[src/rtl/pipelined_variable_right_shifter_if.sv]
// ---------------------------------------------------------------------------
// pipelined_variable_right_shifter_if
//
// Purpose:
//   This interface bundles the two valid/ready streams around the pipelined
//   variable right shifter. The upstream side carries the word to shift and
//   the shift amount. The downstream side carries the shifted result.
//
// Parameters:
//   N   data width (power of two, >= 2)
//   SW  shift-amount width, $clog2(N)
//
// Signals:
//   up_valid    producer has a word for the shifter
//   up_ready    shifter accepts the word this cycle
//   up_data     word to shift (N bits)
//   up_shamt    unsigned right-shift amount (SW bits)
//   up_arith    present only when PVRS_ARITH_EN is defined;
//               1 = sign-fill, 0 = zero-fill
//   down_valid  shifter presents a result
//   down_ready  consumer accepts the result
//   down_data   shifted result (N bits)
//
// Modports:
//   master  the surrounding environment (producer plus consumer)
//   slave   the shifter itself
//
// Configuration macro: PVRS_ARITH_EN adds the up_arith signal.
// ---------------------------------------------------------------------------
interface pipelined_variable_right_shifter_if #(
  parameter int N  = 8,
  parameter int SW = $clog2(N)
);

  logic          up_valid;
  logic          up_ready;
  logic [N-1:0]  up_data;
  logic [SW-1:0] up_shamt;
`ifdef PVRS_ARITH_EN
  logic          up_arith;
`endif
  logic          down_valid;
  logic          down_ready;
  logic [N-1:0]  down_data;

  // The environment drives the upstream payload and the downstream ready,
  // and it observes everything the shifter produces.
  modport master (
    output up_valid,
    output up_data,
    output up_shamt,
`ifdef PVRS_ARITH_EN
    output up_arith,
`endif
    input  up_ready,
    input  down_valid,
    input  down_data,
    output down_ready
  );

  // The shifter sees the mirror image of the environment's view.
  modport slave (
    input  up_valid,
    input  up_data,
    input  up_shamt,
`ifdef PVRS_ARITH_EN
    input  up_arith,
`endif
    output up_ready,
    output down_valid,
    output down_data,
    input  down_ready
  );

endinterface

[src/rtl/pipelined_variable_right_shifter.sv]
// ---------------------------------------------------------------------------
// pipelined_variable_right_shifter
//
// Purpose:
//   This is a logarithmic right shifter split into SW registered stages.
//   Stage k conditionally shifts its word right by 2^k, depending on bit k of
//   the shift amount. The block accepts one transaction per cycle. Under
//   backpressure it collapses bubbles, so it can hold up to SW words before
//   it deasserts up_ready.
//
// Parameters:
//   N   data width (power of two, >= 2), default 8
//   SW  stage count and shift-amount width, $clog2(N)
//
// Ports:
//   clk    rising-edge clock
//   rst_n  asynchronous active-low reset; it empties every stage at once
//   bus    pipelined_variable_right_shifter_if.slave. It carries:
//            up_valid / up_ready / up_data / up_shamt [/ up_arith]
//            down_valid / down_ready / down_data
//
// Configuration macro:
//   PVRS_ARITH_EN
//     When defined, the up_arith input exists. Each stage then carries an
//     arith flag and the word's original MSB, and up_arith = 1 fills the
//     vacated bits with that MSB.
//     When undefined, the block is a pure logical (zero-fill) shifter.
// ---------------------------------------------------------------------------
module pipelined_variable_right_shifter #(
  parameter int N  = 8,
  parameter int SW = $clog2(N)
) (
  input  logic                                 clk,
  input  logic                                 rst_n,
  pipelined_variable_right_shifter_if.slave    bus
);

  // Only the first SW-1 stages need to carry shift-amount bits forward. The
  // last stage consumes the final bit and keeps nothing. RW is the width of
  // that remainder and also the number of stages that store one. It is
  // clamped to 1 so the declarations stay legal when N = 2.
  localparam int RW = (SW > 1) ? SW - 1 : 1;

  // Per-stage registered state
  logic [SW-1:0] v;
  logic [N-1:0]  d   [SW];
  logic [RW-1:0] rem [RW];
`ifdef PVRS_ARITH_EN
  logic [RW-1:0] ar_q;
  logic [RW-1:0] msb_q;
`endif

  // Per-stage inputs: from the upstream port for stage 0, otherwise from
  // the previous stage.
  logic [SW-1:0] rdy;
  logic [SW-1:0] in_v;
  logic [SW-1:0] in_sel;
  logic [N-1:0]  in_d   [SW];
  logic [N-1:0]  nxt_d  [SW];
  logic [RW-1:0] in_rem [RW];
`ifdef PVRS_ARITH_EN
  logic [SW-1:0] in_ar;
  logic [SW-1:0] in_msb;
`endif

  // Ready chain. A stage may load when it is empty or when everything
  // downstream of it can move. This is equivalent to the stage-by-stage
  // recurrence rdy[k] = !v[k] || rdy[k+1], but it is written as a
  // top-down accumulation so that no vector signal feeds back into itself.
  // A full pipeline with down_ready high therefore still accepts a new word
  // in the same cycle as the output transfer.
  always_comb begin
    logic acc;
    rdy = '0;
    acc = bus.down_ready;
    for (int k = SW - 1; k >= 0; k--) begin
      acc    = acc | ~v[k];
      rdy[k] = acc;
    end
  end

  // Stage wiring and shift datapath. The remaining shift-amount bits are
  // kept right-aligned. Each stage therefore tests bit 0 of what it
  // receives and forwards the rest shifted down by one. This keeps every
  // remainder register the same width regardless of stage index.
  for (genvar k = 0; k < SW; k++) begin : g_stage
    localparam int           AMT       = 1 << k;
    localparam logic [N-1:0] FILL_MASK = ~({N{1'b1}} >> AMT);

    if (k == 0) begin : g_src
      assign in_v[k]   = bus.up_valid;
      assign in_d[k]   = bus.up_data;
      assign in_sel[k] = bus.up_shamt[0];
`ifdef PVRS_ARITH_EN
      assign in_ar[k]  = bus.up_arith;
      assign in_msb[k] = bus.up_data[N-1];
`endif
    end else begin : g_src
      assign in_v[k]   = v[k-1];
      assign in_d[k]   = d[k-1];
      assign in_sel[k] = rem[k-1][0];
`ifdef PVRS_ARITH_EN
      assign in_ar[k]  = ar_q[k-1];
      assign in_msb[k] = msb_q[k-1];
`endif
    end

    if (k < SW - 1) begin : g_rem
      if (k == 0) begin : g_first
        assign in_rem[k] = bus.up_shamt[SW-1:1];
      end else begin : g_next
        assign in_rem[k] = rem[k-1] >> 1;
      end
    end

`ifdef PVRS_ARITH_EN
    // Sign fill ORs the original MSB into the vacated top AMT bits.
    assign nxt_d[k] = in_sel[k]
                    ? ((in_d[k] >> AMT) | ((in_ar[k] & in_msb[k]) ? FILL_MASK : '0))
                    : in_d[k];
`else
    assign nxt_d[k] = in_sel[k] ? (in_d[k] >> AMT) : in_d[k];
`endif
  end

  // Pipeline registers. A stage whose ready is high captures whatever its
  // predecessor offers, including a bubble (valid = 0). Otherwise it holds
  // its contents, which keeps down_valid and down_data stable while the
  // consumer stalls. Reset is asynchronous, so in-flight words disappear as
  // soon as rst_n falls.
  always_ff @(posedge clk or negedge rst_n) begin
    if (!rst_n) begin
      v <= '0;
      for (int k = 0; k < SW; k++) begin
        d[k] <= '0;
      end
      for (int k = 0; k < RW; k++) begin
        rem[k] <= '0;
      end
`ifdef PVRS_ARITH_EN
      ar_q  <= '0;
      msb_q <= '0;
`endif
    end else begin
      for (int k = 0; k < SW; k++) begin
        if (rdy[k]) begin
          v[k] <= in_v[k];
          d[k] <= nxt_d[k];
        end
      end
      for (int k = 0; k < SW - 1; k++) begin
        if (rdy[k]) begin
          rem[k] <= in_rem[k];
`ifdef PVRS_ARITH_EN
          ar_q[k]  <= in_ar[k];
          msb_q[k] <= in_msb[k];
`endif
        end
      end
    end
  end

  // The down_* outputs come straight from the last stage's registers.
  // up_ready is the head of the combinational ready chain.
  assign bus.up_ready   = rdy[0];
  assign bus.down_valid = v[SW-1];
  assign bus.down_data  = d[SW-1];

endmodule

[src/flat_wrapper.sv]
// flat-port wrapper written by rule: the top's interface ports become plain ports
module pipelined_variable_right_shifter_flat 
#(
  parameter int N  = 8,
  parameter int SW = $clog2(N)
)
  (clk, rst_n, bus_up_valid, bus_up_data, bus_up_shamt, bus_up_ready, bus_down_valid, bus_down_data, bus_down_ready);
  pipelined_variable_right_shifter_if #(.N(N), .SW(SW)) bus_i ();
  input  logic clk;
  input  logic rst_n;
  input wire logic [$bits(bus_i.up_valid)-1:0] bus_up_valid;
  input wire logic [$bits(bus_i.up_data)-1:0] bus_up_data;
  input wire logic [$bits(bus_i.up_shamt)-1:0] bus_up_shamt;
  output wire logic [$bits(bus_i.up_ready)-1:0] bus_up_ready;
  output wire logic [$bits(bus_i.down_valid)-1:0] bus_down_valid;
  output wire logic [$bits(bus_i.down_data)-1:0] bus_down_data;
  input wire logic [$bits(bus_i.down_ready)-1:0] bus_down_ready;
  assign bus_i.up_valid = bus_up_valid;
  assign bus_i.up_data = bus_up_data;
  assign bus_i.up_shamt = bus_up_shamt;
  assign bus_up_ready = bus_i.up_ready;
  assign bus_down_valid = bus_i.down_valid;
  assign bus_down_data = bus_i.down_data;
  assign bus_i.down_ready = bus_down_ready;
  pipelined_variable_right_shifter #(.N(N), .SW(SW)) u_core (.clk(clk), .rst_n(rst_n), .bus(bus_i));
endmodule
[config.mk]
export PLATFORM = sky130hd
export DESIGN_NAME = pipelined_variable_right_shifter_flat
export DESIGN_NICKNAME = d
export VERILOG_FILES = /design/src/rtl/pipelined_variable_right_shifter_if.sv /design/src/rtl/pipelined_variable_right_shifter.sv /design/src/flat_wrapper.sv
export SDC_FILE = /design/constraint.sdc
export NUM_CORES = 1
export LEC_CHECK = 0
export ABC_AREA = 1
export BUFFER_PORTS_ARGS = -buffer_cell sky130_fd_sc_hd__clkbuf_2
export CAP_MARGIN = 20
export CORE_UTILIZATION = 55
export DETAILED_ROUTE_END_ITERATION = 6
export GPL_TIMING_DRIVEN = 0
export MAX_ROUTING_LAYER = met4
export PLACE_DENSITY = 0.82
export SLEW_MARGIN = 20
export SYNTH_ARGS = -nofsm -noshare
export SYNTH_HDL_FRONTEND = slang
export SYNTH_SLANG_ARGS = --single-unit
[constraint.sdc]
create_clock -name clk -period 1.4 [get_ports clk]
set_input_delay 0.14 -clock clk [delete_from_list [all_inputs] [get_ports clk]]
set_output_delay 0.14 -clock clk [all_outputs]
set_load 0.01 [all_outputs]
==> results of run 1 <==
synth_stat cells (all sizes together):
| library cell | count | share of area (%) |
|---|---|---|
| or2 | 5 | 2.1 |
| clkbuf | 2 | 0.74 |
| nand2 | 84 | 22 |
| buf | 13 | 6.0 |
| o21ai | 13 | 4.3 |
| dfrtp | 30 | 50 |
| nand4 | 11 | 4.6 |
| nor2 | 5 | 2.2 |
| inv | 25 | 6.2 |
| nand3 | 8 | 2.6 |
area by class of cell:
| type | instances | area [µm²] | area share [%] |
|---|---|---|---|
| plain buffers | 15 | 109 | 6.12 |
| clock buffers | 7 | 55.1 | 3.10 |
| clock inverters | 1 | 5.00 | 0.281 |
| inverters | 25 | 93.8 | 5.28 |
| multi-input cells | 126 | 564 | 31.7 |
| flip-flops and latches | 30 | 751 | 42.2 |
| well taps | 30 | 37.5 | 2.11 |
| repair buffers | 29 | 163 | 9.15 |
state kept, by name, indices dropped and copies added (netlist names):
name and cells:
u_core.v 3, u_core.d 16, u_core.in_rem 1, u_core.in_sel 2, u_core.bus.down_data 8
power by group through the flow:
stage          combinational (W)  clock (W)  sequential (W)
4_1_cts                 0.000532   0.000528         0.00109
3_5_place_dp            0.000520          0         0.00111
6_report                0.000536   0.000513         0.00108
5_1_grt                 0.000634   0.000568         0.00110
2_1_floorplan           0.000379          0         0.00109
3_3_place_gp            0.000506          0         0.00110
repair_timing:
item                                    CTS  global route
hold buffers                              1             1
setup buffers                             1             2
pin swaps                                 0             0
endpoints found under the setup margin    1             1
hold endpoints to repair                 30             1
gates resized for setup                   1             1
cells by family (layout without fill, tap and decap cells):
family / count (synthesis) / after routing / synth area share, %
DFF: 30 / 30 / 49.7
buffers and inverters: 40 / 77 / 13.0
and+or+nand+nor: 113 / 113 / 33.0
AOI/OAI and AO/OA: 13 / 13 / 4.30
per-layer routing:
| layer | routed length, µm | track usage [%] | part of all wire (%) | up-vias |
|---|---|---|---|---|
| met5 | 0 | - | 0 | - |
| met4 | 55 | 14.1 | 2.2 | 0 |
| met3 | 104 | 5.00 | 4.2 | 5 |
| met2 | 1270 | 37.0 | 51 | 34 |
| met1 | 1070 | 22.7 | 43 | 535 |
| li1 | - | - | - | 672 |
through the flow:
stage                     instance area (µm²)  total power, W
after global placement                   1670         0.00160
after detailed placement                 1670         0.00163
final                                    1780         0.00213
after CTS                                1750         0.00215
after global routing                     1780         0.00230
after floorplan                          1510         0.00147
worst max-delay path: stages (launching register included):
cell	delay, ns
dfrtp_1	0.39
nand4_1	0.18
buf_6	0.19
clkbuf_2	0.12
final timing paths:
check	depth (start not counted)	to	from	slack (ns)
worst max register to register	6	u_core.d[9]	u_core.v[2]	0.23
worst min register to register	2	u_core.d[10]	u_core.d[10]	0.48
worst min-delay path	3	u_core.in_rem[0]	bus_up_shamt[2]	0.03
worst max-delay path	3	bus_up_ready	u_core.v[1]	0.08
min in group asynchronous	2	u_core.bus.down_data[6]	rst_n	0.39
max in group asynchronous	2	u_core.in_rem[0]	rst_n	0.54
==> flow_summary.ini, run 1 <==
[sta]
setup_viol = 0
slew-limit-headroom_pct = 52.7
min_period_ns = 1.32
fin_skew_ns = 0.0109
setup_tns_ns = 0
fin_ws_ns = 0.0782
max_freq_mhz = 757
hold_slack_ns = 0.0326
hold_viol = 0
min_period_over_period_pct = 94.4
drv_slew = 0
tightest_slew_ns = 0.710

[route]
drc_errors = 0
via_count = 1246
first_pass_iters = 4
wl_mm = 2.50
viasPerCell = 4.74
ant_nets = 0
drt_iter0_markers = 24
wire_per_inst_um = 9.52

[power_and_ir_drop]
seqPwrFrac_pct = 50.8
ir_drop_mv = 0.870
p_comb_share_pct = 25.1
p_per_area_nw_per_um2 = 1200
clkPwrFrac_pct = 24.0
power.internal_w = 0.00150
swShare_pct = 29.7
power.switching_w = 0.000633
cellLeakagePower_nw = 1.04

[finish]
nFillCells = 254
layout-area-overhead-vs-synth_pct = 17.6
final_core_util_pct = 69.9
finalNonFillerCells = 263
diodes = 0
drive_above_1_share_pct = 24.9
fin_nets = 247
final_common_cell = nand2_1
final_cell_mix = nand2_1, dfrtp_1, inv_1, clkbuf_2, o21ai_0

[global_routing]
grt_pass1_vias = 1057
grt_max_degree = 31
antenna_found_initial = 0
grt_pass1_wl_mm = 4.30
track_usage_pct = 21.9
grt-ovfl-total = 0

[clocking]
cts.clk_slew.worst_paths_ns = 0.08
clock_sinks = 30
cts_root_buf = clkbuf_4
numCtsBuffers = 5
htree_levels = 2
cts_buffer_depth = 2
clock_latency_ns = 0.32
cts_tree = built

[place]
dp.cells = 250
place_ws_ns = 0.259
dpl.hpwl_mm = 1.87
place.gp.congestion = 0.757
port_buffers = 24

[floorplan]
die_area_um2 = 2960
die_h_um = 54.4
die_w_um = 54.4
fp.coreArea_um2 = 2540
start_util_pct = 59.4
io_pins = 25
num_rows = 18

[logic_synthesis]
synth_nets = 211
synth_cells = 196
yosysUniqueCellTypes = 17
yosys_warnings = 0
synth.avg_cell_area_um2 = 7.71
ys_ff_latch = 30
synthesis.area_um2 = 1510
synth-seq-area-share_pct = 49.7

[worst_hold_path]
hold_class = input pin to flop

[status]
status = finished, final reports clean

[setup_path]
cp-start-kind = flop
critical_path_required_ns = 1.26
arrival_ns = 1.18
crit_type = flop to primary output
worstSetupEndpointType = primary output
crit_fanout = 10

[flow_run]
drv_cap = 0
No activity file was read; power rests on OpenSTA's default activity.
==> run 2: changes to the inputs <==
--- a/config.mk
+++ b/config.mk
@@ -9,6 +9,7 @@
 export BUFFER_PORTS_ARGS = -buffer_cell sky130_fd_sc_hd__clkbuf_2
 export CAP_MARGIN = 20
 export CORE_UTILIZATION = 55
+export CTS_BUF_LIST = sky130_fd_sc_hd__clkbuf_16
 export DETAILED_ROUTE_END_ITERATION = 6
 export GPL_TIMING_DRIVEN = 0
 export MAX_ROUTING_LAYER = met4
==> run 2 against run 1 <==
Critical path depth stayed put. Flip-flop and latch count stayed put. Wire length is 0.36% higher. Non-clock buffer count is 4 lower. Combinational power is 3% lower. Global-route usage is 0.36 points higher. Sequential share of layout area is 0.92 points lower. First-iteration DRC count is 17% higher. Final cell count is 1.5% lower.
==> flow_summary.ini, run 2 (same netlist as run 1, synthesis figures left out) <==
[setup_path]
cpMaxStageDelayCell = dfrtp_2
cp-start-kind = flop
ff2ff_path_depth = 5
crit_fanout = 10
r2r_end = u_core.d[10]
startpoint = u_core.v[2]
crit_type = flop to primary output
cp_cell_sequence = nand4_1 -> buf_4 -> clkbuf_2
rrSetupSlack_ns = 0.30
crit_buf_inv = 2
critical_path_required_ns = 1.26
slowest_delay_ns = 0.43
r2r-start = u_core.v[2]
arrival_ns = 1.18
worstSetupEndpointType = primary output
path_delay_family = flip-flops

[power_and_ir_drop]
cellLeakagePower_nw = 1.05
clkPwrFrac_pct = 37.4
p_comb_share_pct = 20.1
ir_drop_mv = 1.20
power_w = 0.00258
p_per_area_nw_per_um2 = 1410
power.switching_w = 0.000689
power.internal_w = 0.00189
seqPwrFrac_pct = 42.4
swShare_pct = 26.8

[flow_run]
drv_cap = 0

[clocking]
cts_tree = built
htree_levels = 2
clock_latency_ns = 0.27
clock_sinks = 30
cts_root_buf = clkbuf_16
cts_buffer_depth = 2
cts.clk_slew.worst_paths_ns = 0.04
numCtsBuffers = 5

[route]
via_count = 1242
wl_mm = 2.51
wl_met1_mm = 1.06
highest_layer = met4
first_pass_iters = 4
drc_errors = 0
viasPerCell = 4.80
dr_wl_met2_mm = 1.30
ant_nets = 0
met3WireLength_um = 90
drt_iter0_markers = 28
wire_per_inst_um = 9.70

[floorplan]
die_h_um = 54.4
num_rows = 18
start_util_pct = 59.4
io_pins = 25
die_w_um = 54.4
die_area_um2 = 2960
fp.coreArea_um2 = 2540

[global_routing]
grt_max_degree = 31
track_usage_pct = 22.2
grt-ovfl-total = 0
antenna_found_initial = 0
grt_pass1_vias = 1081
grt_pass1_wl_mm = 4.39

[sta]
grt_setup_unrepaired = false
max_freq_mhz = 758
hold_slack_ns = 0.0557
drv_slew = 0
hold_viol = 0
setup_tns_ns = 0
setup_viol = 0
slew-limit-headroom_pct = 52.4
fin_ws_ns = 0.0813
min_period_ns = 1.32
fin_skew_ns = 0.00390
tightest_slew_ns = 0.714
min_period_over_period_pct = 94.2

[finish]
top_register = u_core.d
fin_nets = 243
drive_above_1_share_pct = 24.0
final_core_util_pct = 71.5
diodes = 0
final_common_cell = nand2_1
final_cell_mix = nand2_1, dfrtp_1, inv_1
largest_register_ffs = 16
layout-area-overhead-vs-synth_pct = 20.4

[worst_hold_path]
whs_endpoint = u_core.v[0]
worstHoldStart = bus_up_valid
hold_class = input pin to flop
holdPathStages = 3

[status]
status = finished, final reports clean

[place]
dpl.hpwl_mm = 1.87
port_buffers = 24
place_ws_ns = 0.259
place.gp.congestion = 0.757
-- run 2: power groups by stage --
stage / combinational [W] / sequential, W / clock, W
finish: 0.000519 / 0.00109 / 0.000964
global route: 0.000615 / 0.00111 / 0.00102
CTS: 0.000528 / 0.00109 / 0.000986
detailed placement: 0.000520 / 0.00111 / 0
global placement: 0.000506 / 0.00110 / 0
floorplan: 0.000379 / 0.00109 / 0
-- run 2: through the flow --
step | cells | area (µm²)
5_1_grt | 259 | 1820
3_3_place_gp | 250 | 1670
6_report | 259 | 1820
3_5_place_dp | 250 | 1670
4_1_cts | 259 | 1820
2_1_floorplan | 196 | 1510
-- run 2: worst max-delay path by stage --
| stage | endpoint | cells after the start |
|---|---|---|
| floorplan | u_core.d[10] | 5 |
| global placement | u_core.d[8] | 5 |
| detailed placement | u_core.d[9] | 5 |
| CTS | bus_up_ready | 3 |
| global route | bus_up_ready | 3 |
| finish | bus_up_ready | 3 |
-- run 2: worst reg2reg max path: cells and delay by family, from the launching register on --
family / cells / cell delay [ns]
buffers and inverters: 1 / 0.06
DFF: 1 / 0.40
and+or+nand+nor: 4 / 0.53
-- run 2: layout make-up --
type / count / area, µm²
Clock buffer: 5 / 125
Timing Repair Buffer: 25 / 130
Fill cell: 242 / 724
Buffer: 15 / 105
Inverter: 25 / 93.8
Tap cell: 30 / 37.5
Sequential cell: 30 / 752
Clock inverter: 3 / 12.5
Multi-Input combinational cell: 126 / 564
-- run 2: routing by layer --
metal  vias up  global-route usage [%]
li1        659                       -
met1       550                    22.1
met2        28                    39.4
met3         5                    5.83
met4         0                    11.5
met5         -                       -
-- run 2: repair_timing --
item | in CTS | in global routing
setup endpoints to repair | 0 | 1
buffers inserted | 0 | 0
resized for setup | 0 | 3
hold buffers | 1 | 0
endpoints found under the hold margin | 30 | 0
